==> src/rtl/dcm_multi.sv <==
// Multi-channel programmable power-of-two clock/tick divider.
// Each channel emits a 50% square wave and a one-cycle tick on every rising edge.
module dcm_multi #(
  parameter int NUM_CH      = 2,
  parameter int CNT_W       = 32,
  parameter int SEL_W       = 3,
  parameter int BASE_HALF   = 5_000_000,
  parameter int DEFAULT_SEL = 0,
  parameter int SYNC_UPDATE = 0
) (
  input  logic                    clock,
  input  logic                    reset,
  input  logic [NUM_CH-1:0]       update,
  input  logic [NUM_CH-1:0]       enable,
  input  logic [NUM_CH*SEL_W-1:0] prog_in,
  output logic [NUM_CH-1:0]       clk_out,
  output logic [NUM_CH-1:0]       tick,
  output logic [NUM_CH*SEL_W-1:0] prog_out,
  output logic [NUM_CH-1:0]       pending
);

  localparam int MAX_SH = (1 << SEL_W) - 1;
  localparam int WIDE_W = CNT_W + MAX_SH + 1;
  localparam logic [WIDE_W-1:0] MAX_HALF = WIDE_W'(BASE_HALF) << MAX_SH;
  localparam logic [SEL_W-1:0] DEF_SEL = SEL_W'(DEFAULT_SEL);

  // The slowest rate must still fit in the half-period counter.
  if (BASE_HALF < 1) begin : g_bad_base
    $error("dcm_multi: BASE_HALF must be at least 1");
  end
  if (MAX_HALF[WIDE_W-1:CNT_W] != '0) begin : g_bad_range
    $error("dcm_multi: BASE_HALF << (2**SEL_W-1) does not fit in CNT_W bits");
  end

  for (genvar i = 0; i < NUM_CH; i++) begin : g_ch
    logic [CNT_W-1:0] cnt;
    logic [CNT_W-1:0] half;
    logic [SEL_W-1:0] sel;
    logic [SEL_W-1:0] pend_sel;
    logic [SEL_W-1:0] new_sel;
    logic             clk_r;
    logic             tick_r;
    logic             pend_r;
    logic             term;
    logic             fall;

    assign new_sel = prog_in[i*SEL_W +: SEL_W];
    assign half    = CNT_W'(BASE_HALF) << sel;
    assign term    = enable[i] && (cnt == half - CNT_W'(1));
    assign fall    = term && clk_r;

    always_ff @(posedge clock) begin
      if (!reset) begin
        cnt      <= '0;
        clk_r    <= 1'b0;
        tick_r   <= 1'b0;
        sel      <= DEF_SEL;
        pend_sel <= '0;
        pend_r   <= 1'b0;
      end else begin
        tick_r <= 1'b0;
        // Immediate mode, or a deferred update landing exactly on the falling edge.
        if (update[i] && (SYNC_UPDATE == 0 || fall)) begin
          sel    <= new_sel;
          cnt    <= '0;
          clk_r  <= 1'b0;
          pend_r <= 1'b0;
        end else begin
          if (update[i]) begin
            pend_r   <= 1'b1;
            pend_sel <= new_sel;
          end
          // A parked low channel can take the new rate without cutting a pulse.
          if (!update[i] && pend_r && (fall || (!clk_r && !enable[i]))) begin
            sel    <= pend_sel;
            pend_r <= 1'b0;
            cnt    <= '0;
            clk_r  <= 1'b0;
          end else if (term) begin
            cnt    <= '0;
            clk_r  <= ~clk_r;
            tick_r <= ~clk_r;
          end else if (enable[i]) begin
            cnt <= cnt + CNT_W'(1);
          end
        end
      end
    end

    assign clk_out[i]                  = clk_r;
    assign tick[i]                     = tick_r;
    assign pending[i]                  = pend_r;
    assign prog_out[i*SEL_W +: SEL_W]  = sel;
  end

endmodule
==> config.mk <==
export PLATFORM = sky130hd
export DESIGN_NAME = dcm_multi
export DESIGN_NICKNAME = d
export VERILOG_FILES = /design/src/rtl/dcm_multi.sv
export SDC_FILE = /design/constraint.sdc
export NUM_CORES = 1
export LEC_CHECK = 0
export BUFFER_PORTS_ARGS = -buffer_cell sky130_fd_sc_hd__buf_2
export CAP_MARGIN = 40
export CELL_PAD_IN_SITES_DETAIL_PLACEMENT = 2
export CELL_PAD_IN_SITES_GLOBAL_PLACEMENT = 2
export CORE_ASPECT_RATIO = 0.75
export CORE_MARGIN = 2
export CORE_UTILIZATION = 41
export CTS_BUF_LIST = sky130_fd_sc_hd__clkbuf_16
export DETAILED_ROUTE_END_ITERATION = 16
export PLACE_DENSITY_LB_ADDON = 0.15
export SYNTH_ARGS = -nofsm -noshare
export SYNTH_HDL_FRONTEND = slang
export SYNTH_SLANG_ARGS = --single-unit
==> constraint.sdc <==
create_clock -name clock -period 7.55 [get_ports clock]
set_input_delay 0.3775 -clock clock [delete_from_list [all_inputs] [get_ports clock]]
set_output_delay 0.3775 -clock clock [all_outputs]
set_load 0.01 [all_outputs]
======== Word-level counts from Yosys, hierarchy flattened ========
Index checks and enable logic that the tools add are counted.
storage, ports and cells
  flip-flop bits (word level) ............. 74
  bits of input ports ..................... 12
operators by class
  reductions and logical operators ........ 8
  $add $sub $neg .......................... 4
  muxes and demuxes ....................... 2
  equality and inequality tests ........... 2
  shift operators ......................... 2
  bitwise operators ....................... 5
operators with widths
  cell                   number
  $add 32x1->32 const B  2
  $eq 32x32->1           2
  $shl 23x3->32 const A  2
  $sub 32x1->32 const B  2
  $reduce_or 3->1        4
  $mux 3                 2
  $not 1->1              5
  $reduce_or 2->1        2
  $logic_and 1x1->1      2

======== Depth between registers and ports, before layout ========
  depth after elaboration ................. 6
  mapped depth ............................ 12
  depth with buffers taken out ............ 10

======== Worst setup path before layout ========
No wires, ideal clock.
  kind .................................... register to register
  from .................................... register g_ch[1].sel[1]
  to ...................................... register g_ch[1].clk_r
  period minus slack after synthesis ...... 3.222 ns
  slack ................................... 4.328 ns
  arrival time ............................ 3.098 ns
  stages on the path, launching flop included .. 12
  data required time ...................... 7.427 ns
  setup time .............................. 0.123 ns
  path through ............................ dfxtp_1 -> clkbuf_1 -> inv_1 -> ha_1 -> nand2b_1 -> ha_1 -> xnor2_1 -> and3_1 -> o22ai_1 -> or4_1 -> a2111oi_4 -> mux2_1
between the ends
  word-level cells in the longest chain between the ends .. 4
ends and longest elaborated chain
  what                    line  RTL
  from (decl)             38    logic [SEL_W-1:0] sel;
  from (signal assigned)  64    sel <= new_sel;
  from (signal assigned)  75    sel <= pend_sel;
  $shl 23x3->32           48    assign half = CNT_W'(BASE_HALF) << sel;
  $sub 32x1->32           49    assign term = enable[i] && (cnt == half - CNT_W'(1));
  $eq 32x32->1            49
  $logic_and 1x1->1       49
  to (signal assigned)    81    clk_r <= ~clk_r;
  to (decl)               41    logic clk_r;
Every way passes these cells.
A chain may end at the register's enable or synchronous reset.

======== Worst setup path after layout ========
Same ends and word-level chain as after synthesis.

==> summary.md <==
| Metric | Value |
|---|---|
| Status | `finished clean` |
| Period utilization | `0.516` |
| Clk root buf | `clkbuf_16` |
| Die Span Y | `99.2 um` |
| Drt initial violations | `227` |
| Drt via density | `5.87` |
| Antenna Cells | `0` |
| Most common cell in the netlist | `nor3_1` |
| Pre-CTS WS | `3710 ps` |
| Worst-Skew Late Latency | `340 ps` |
| Tot GR Track Use | `0.260` |
| Max VDD drop | `0.119 mV` |
| R2R depth | `11` |
| Cell-by-cell trace of the critical path | `inv_1 -> ha_1 -> nand2b_1 -> ha_1 -> xnor2_1 -> and3_1 -> o22ai_1 -> or4_1 -> a2111oi_4 -> buf_4 -> mux2_1` |
| Reg2reg setup slack | `3660 ps` |
| DRT Pass-1 Iters | `4` |
| Max Clk Rate | `0.257 GHz` |
| Yosys warnings | `0` |
| P_int | `0.725 mW` |
| Synth Flop Type | `dfxtp_1` |
| Cell depth of the worst hold path | `3` |
| Cell mode on critical path | `ha_1` |
| CP bufs+invs | `2` |
| Combinational share of power | `0.117` |
| Largest area contributor in the netlist | `dfxtp_1` |
| Sequential share of power | `0.406` |
| Vias in the first global route | `4855` |
| Final Hold Fails | `0` |
| Maxcap violations | `0` |
| Pin count of the biggest net entering global routing | `35` |
| Final Slew Violations | `0` |
| Clk network pwr share | `0.478` |
| Rel. slew slack | `0.517` |
| R2R Path End | `g_ch[1].clk_r` |
| Setup violators final | `0` |
| Final wirelength | `15900 um` |
| CTS max path bufs | `2` |
| First-pass GRT wire length | `26300 um` |
| Congestion Overflow GR | `0` |
| TritonCTS Buffers | `9` |
| Resize count post-CTS | `0` |
| Cell Pwr Density | `180 nW/um^2` |
| Hold Startpoint | `prog_in[5]` |
| Clock Sink Count | `74` |
| Count of flip-flops with a built-in enable after synthesis | `0` |
| CTS tree | `built` |
| Setup crit start kind | `flop` |
| Clock skew | `4.53 ps` |
| Max FO, Critical Path | `33` |
| Top delay family on crit path | `simple AND/OR/NAND/NOR gates` |
| Worst-path clk slew | `60 ps` |
| Reg2reg start | `g_ch[1].sel[1]` |
| PortBufs | `21` |
| Worst Setup End Kind | `flop` |
| # H-tree levels | `3` |
| Layout area overhead | `9.78%` |
| Critical Path Max Stage Delay | `600 ps` |
| Setup tns final | `0 ps` |
| Placer Congestion | `0.893` |
| Die X | `131 um` |
| Die ar. | `13000 um^2` |
| Gate Count Post-Synth | `606` |
| Worst EP required | `7780 ps` |
| ANT nets after route | `0` |
| Most frequent cells after synthesis | `79 x nor3_1, 74 x dfxtp_1, 51 x xnor2_1` |
| Sequential area share after synthesis | `0.299` |
| Hold Buf Count CTS | `0` |
| DR WL/cell | `20.7 um` |
| Residual DRC | `0` |
| Worst hold endpoint | `g_ch[1].sel[2]` |
| Rows | `34` |
| CP Data Arrival Time | `4120 ps` |
| Layout cells sized above 1 | `0.0826` |
| Slowest stage cell, crit path | `dfxtp_1` |
| Post-CTS setup repair buffer count | `0` |
| Switching Fraction | `0.260` |
| Syn avg cell area | `8.17 um^2` |
| Mapped Area | `4950 um^2` |
| Final-stage net count | `630` |
| Setup CP Type | `flop to flop` |
| Fin crit period | `3890 ps` |
| Core footprint | `11700 um^2` |
| Synthesized flop and latch total | `74` |
| Setup WS post-layout | `3660 ps` |
| Async SR Flop Fraction | `0` |
| Slew @ Worst Pin | `722 ps` |
| Synth cell types | `61` |
| RSZ-0062 raised after global routing | `no` |
| P_leak | `1.88 nW` |
| Initial antenna violation count | `0` |
| Net Sw Power | `0.255 mW` |
| Initial Util | `0.423` |
| Ranking of synthesized cells by area | `dfxtp_1 30%, xnor2_1 9.0%, nor3_1 8.0%, xor2_1 6.9%, ha_1 4.5%` |
| Number of top-level pins | `24` |
| Fill count | `1328` |
| HPWL Detailed | `11600 um` |
| HP Class | `primary input to flop` |
| Routed vias | `4506` |
| Area fraction of the dominant cell type after synthesis | `0.299` |
==> how the worst max path moves through the flow <==
stage / startpoint / end / slack, ps / cells past startpoint
2_1_floorplan: g_ch[1].sel[1] / g_ch[1].clk_r / 4330 / 11
3_3_place_gp: g_ch[0].sel[1] / g_ch[0].cnt[3] / 3830 / 11
3_5_place_dp: g_ch[1].sel[1] / g_ch[1].clk_r / 3710 / 11
4_1_cts: g_ch[1].sel[1] / g_ch[1].clk_r / 3690 / 11
5_1_grt: g_ch[0].sel[1] / g_ch[0].cnt[27] / 3410 / 11
6_report: g_ch[1].sel[1] / g_ch[1].clk_r / 3660 / 11
==> sequential cells by signal, summed over array words and instances, names as in the netlist <==
signal	cells
g_ch.tick_r	2
g_ch.sel	6
g_ch.clk_r	2
g_ch.cnt	64
==> layout make-up <==
cell class,count,area [um^2],share of cell area
clock buffers,9,225,0.0414
clock inverters,7,93.8,0.0173
inverters,14,52.6,0.00966
multi-input cells,473,3220,0.593
flip-flops and latches,74,1480,0.272
well taps,162,203,0.0373
repair buffers,28,158,0.0290
==> cells by family (layout without fill, tap and decap cells) <==
family,Yosys count,after routing,synth area share
other cells,1,2,0.000757
flops,74,74,0.299
simple gates,290,290,0.333
buf+inv,60,58,0.0520
xor+xnor,90,90,0.159
fa+ha+maj,18,18,0.0455
compound gates,63,63,0.0899
mux,10,10,0.0205
==> cells in the final DEF, fill, tap and decap left out, types with 4 or more instances in the layout <==
cell / instances
buf_2: 21
xor2_1: 39
nand2_1: 28
inv_1: 14
a21oi_1: 11
xnor2_1: 51
dfxtp_1: 74
o21ai_0: 15
ha_1: 18
nor2_1: 30
nand4_1: 23
and3_1: 23
clkbuf_16: 9
nor2b_1: 12
and4_1: 13
nor4bb_1: 6
nand3_1: 26
buf_4: 7
o211ai_1: 5
nand2b_1: 11
or3_1: 4
mux2i_1: 9
and4b_1: 5
nor3_1: 79
and2_1: 6
nor3b_1: 5
==> power by group through the flow <==
stage / registers [mW] / clock network (mW) / logic [mW]
2_1_floorplan: 0.405 / 0 / 0.0807
3_3_place_gp: 0.406 / 0 / 0.107
3_5_place_dp: 0.406 / 0 / 0.113
4_1_cts: 0.398 / 0.479 / 0.114
5_1_grt: 0.398 / 0.500 / 0.127
6_report: 0.398 / 0.468 / 0.114
==> routing by layer <==
layer	vias up	routed length [um]	track usage
met3	12	751	0.0484
met2	73	7180	0.415
met5	-	0	0
li1	2145	-	-
met4	0	146	0.0597
met1	2276	7810	0.366
==> tightest hold or removal path, cell delays in order <==
cell	delay (ps)
buf_2	80
mux2i_1	60
nor2b_1	90
==> through the flow <==
stage          instances  hold WS, ps  power, mW  utilization  area [um^2]
4_1_cts              767          292      0.991        0.465         5440
3_3_place_gp         751          505      0.513        0.438         5120
2_1_floorplan        607          436      0.486            -         4960
6_report             767          301      0.980        0.465         5440
5_1_grt              767          331       1.02        0.465         5440
3_5_place_dp         751          517      0.519        0.438         5120
Note: power is estimated with default switching activity, not from simulation.
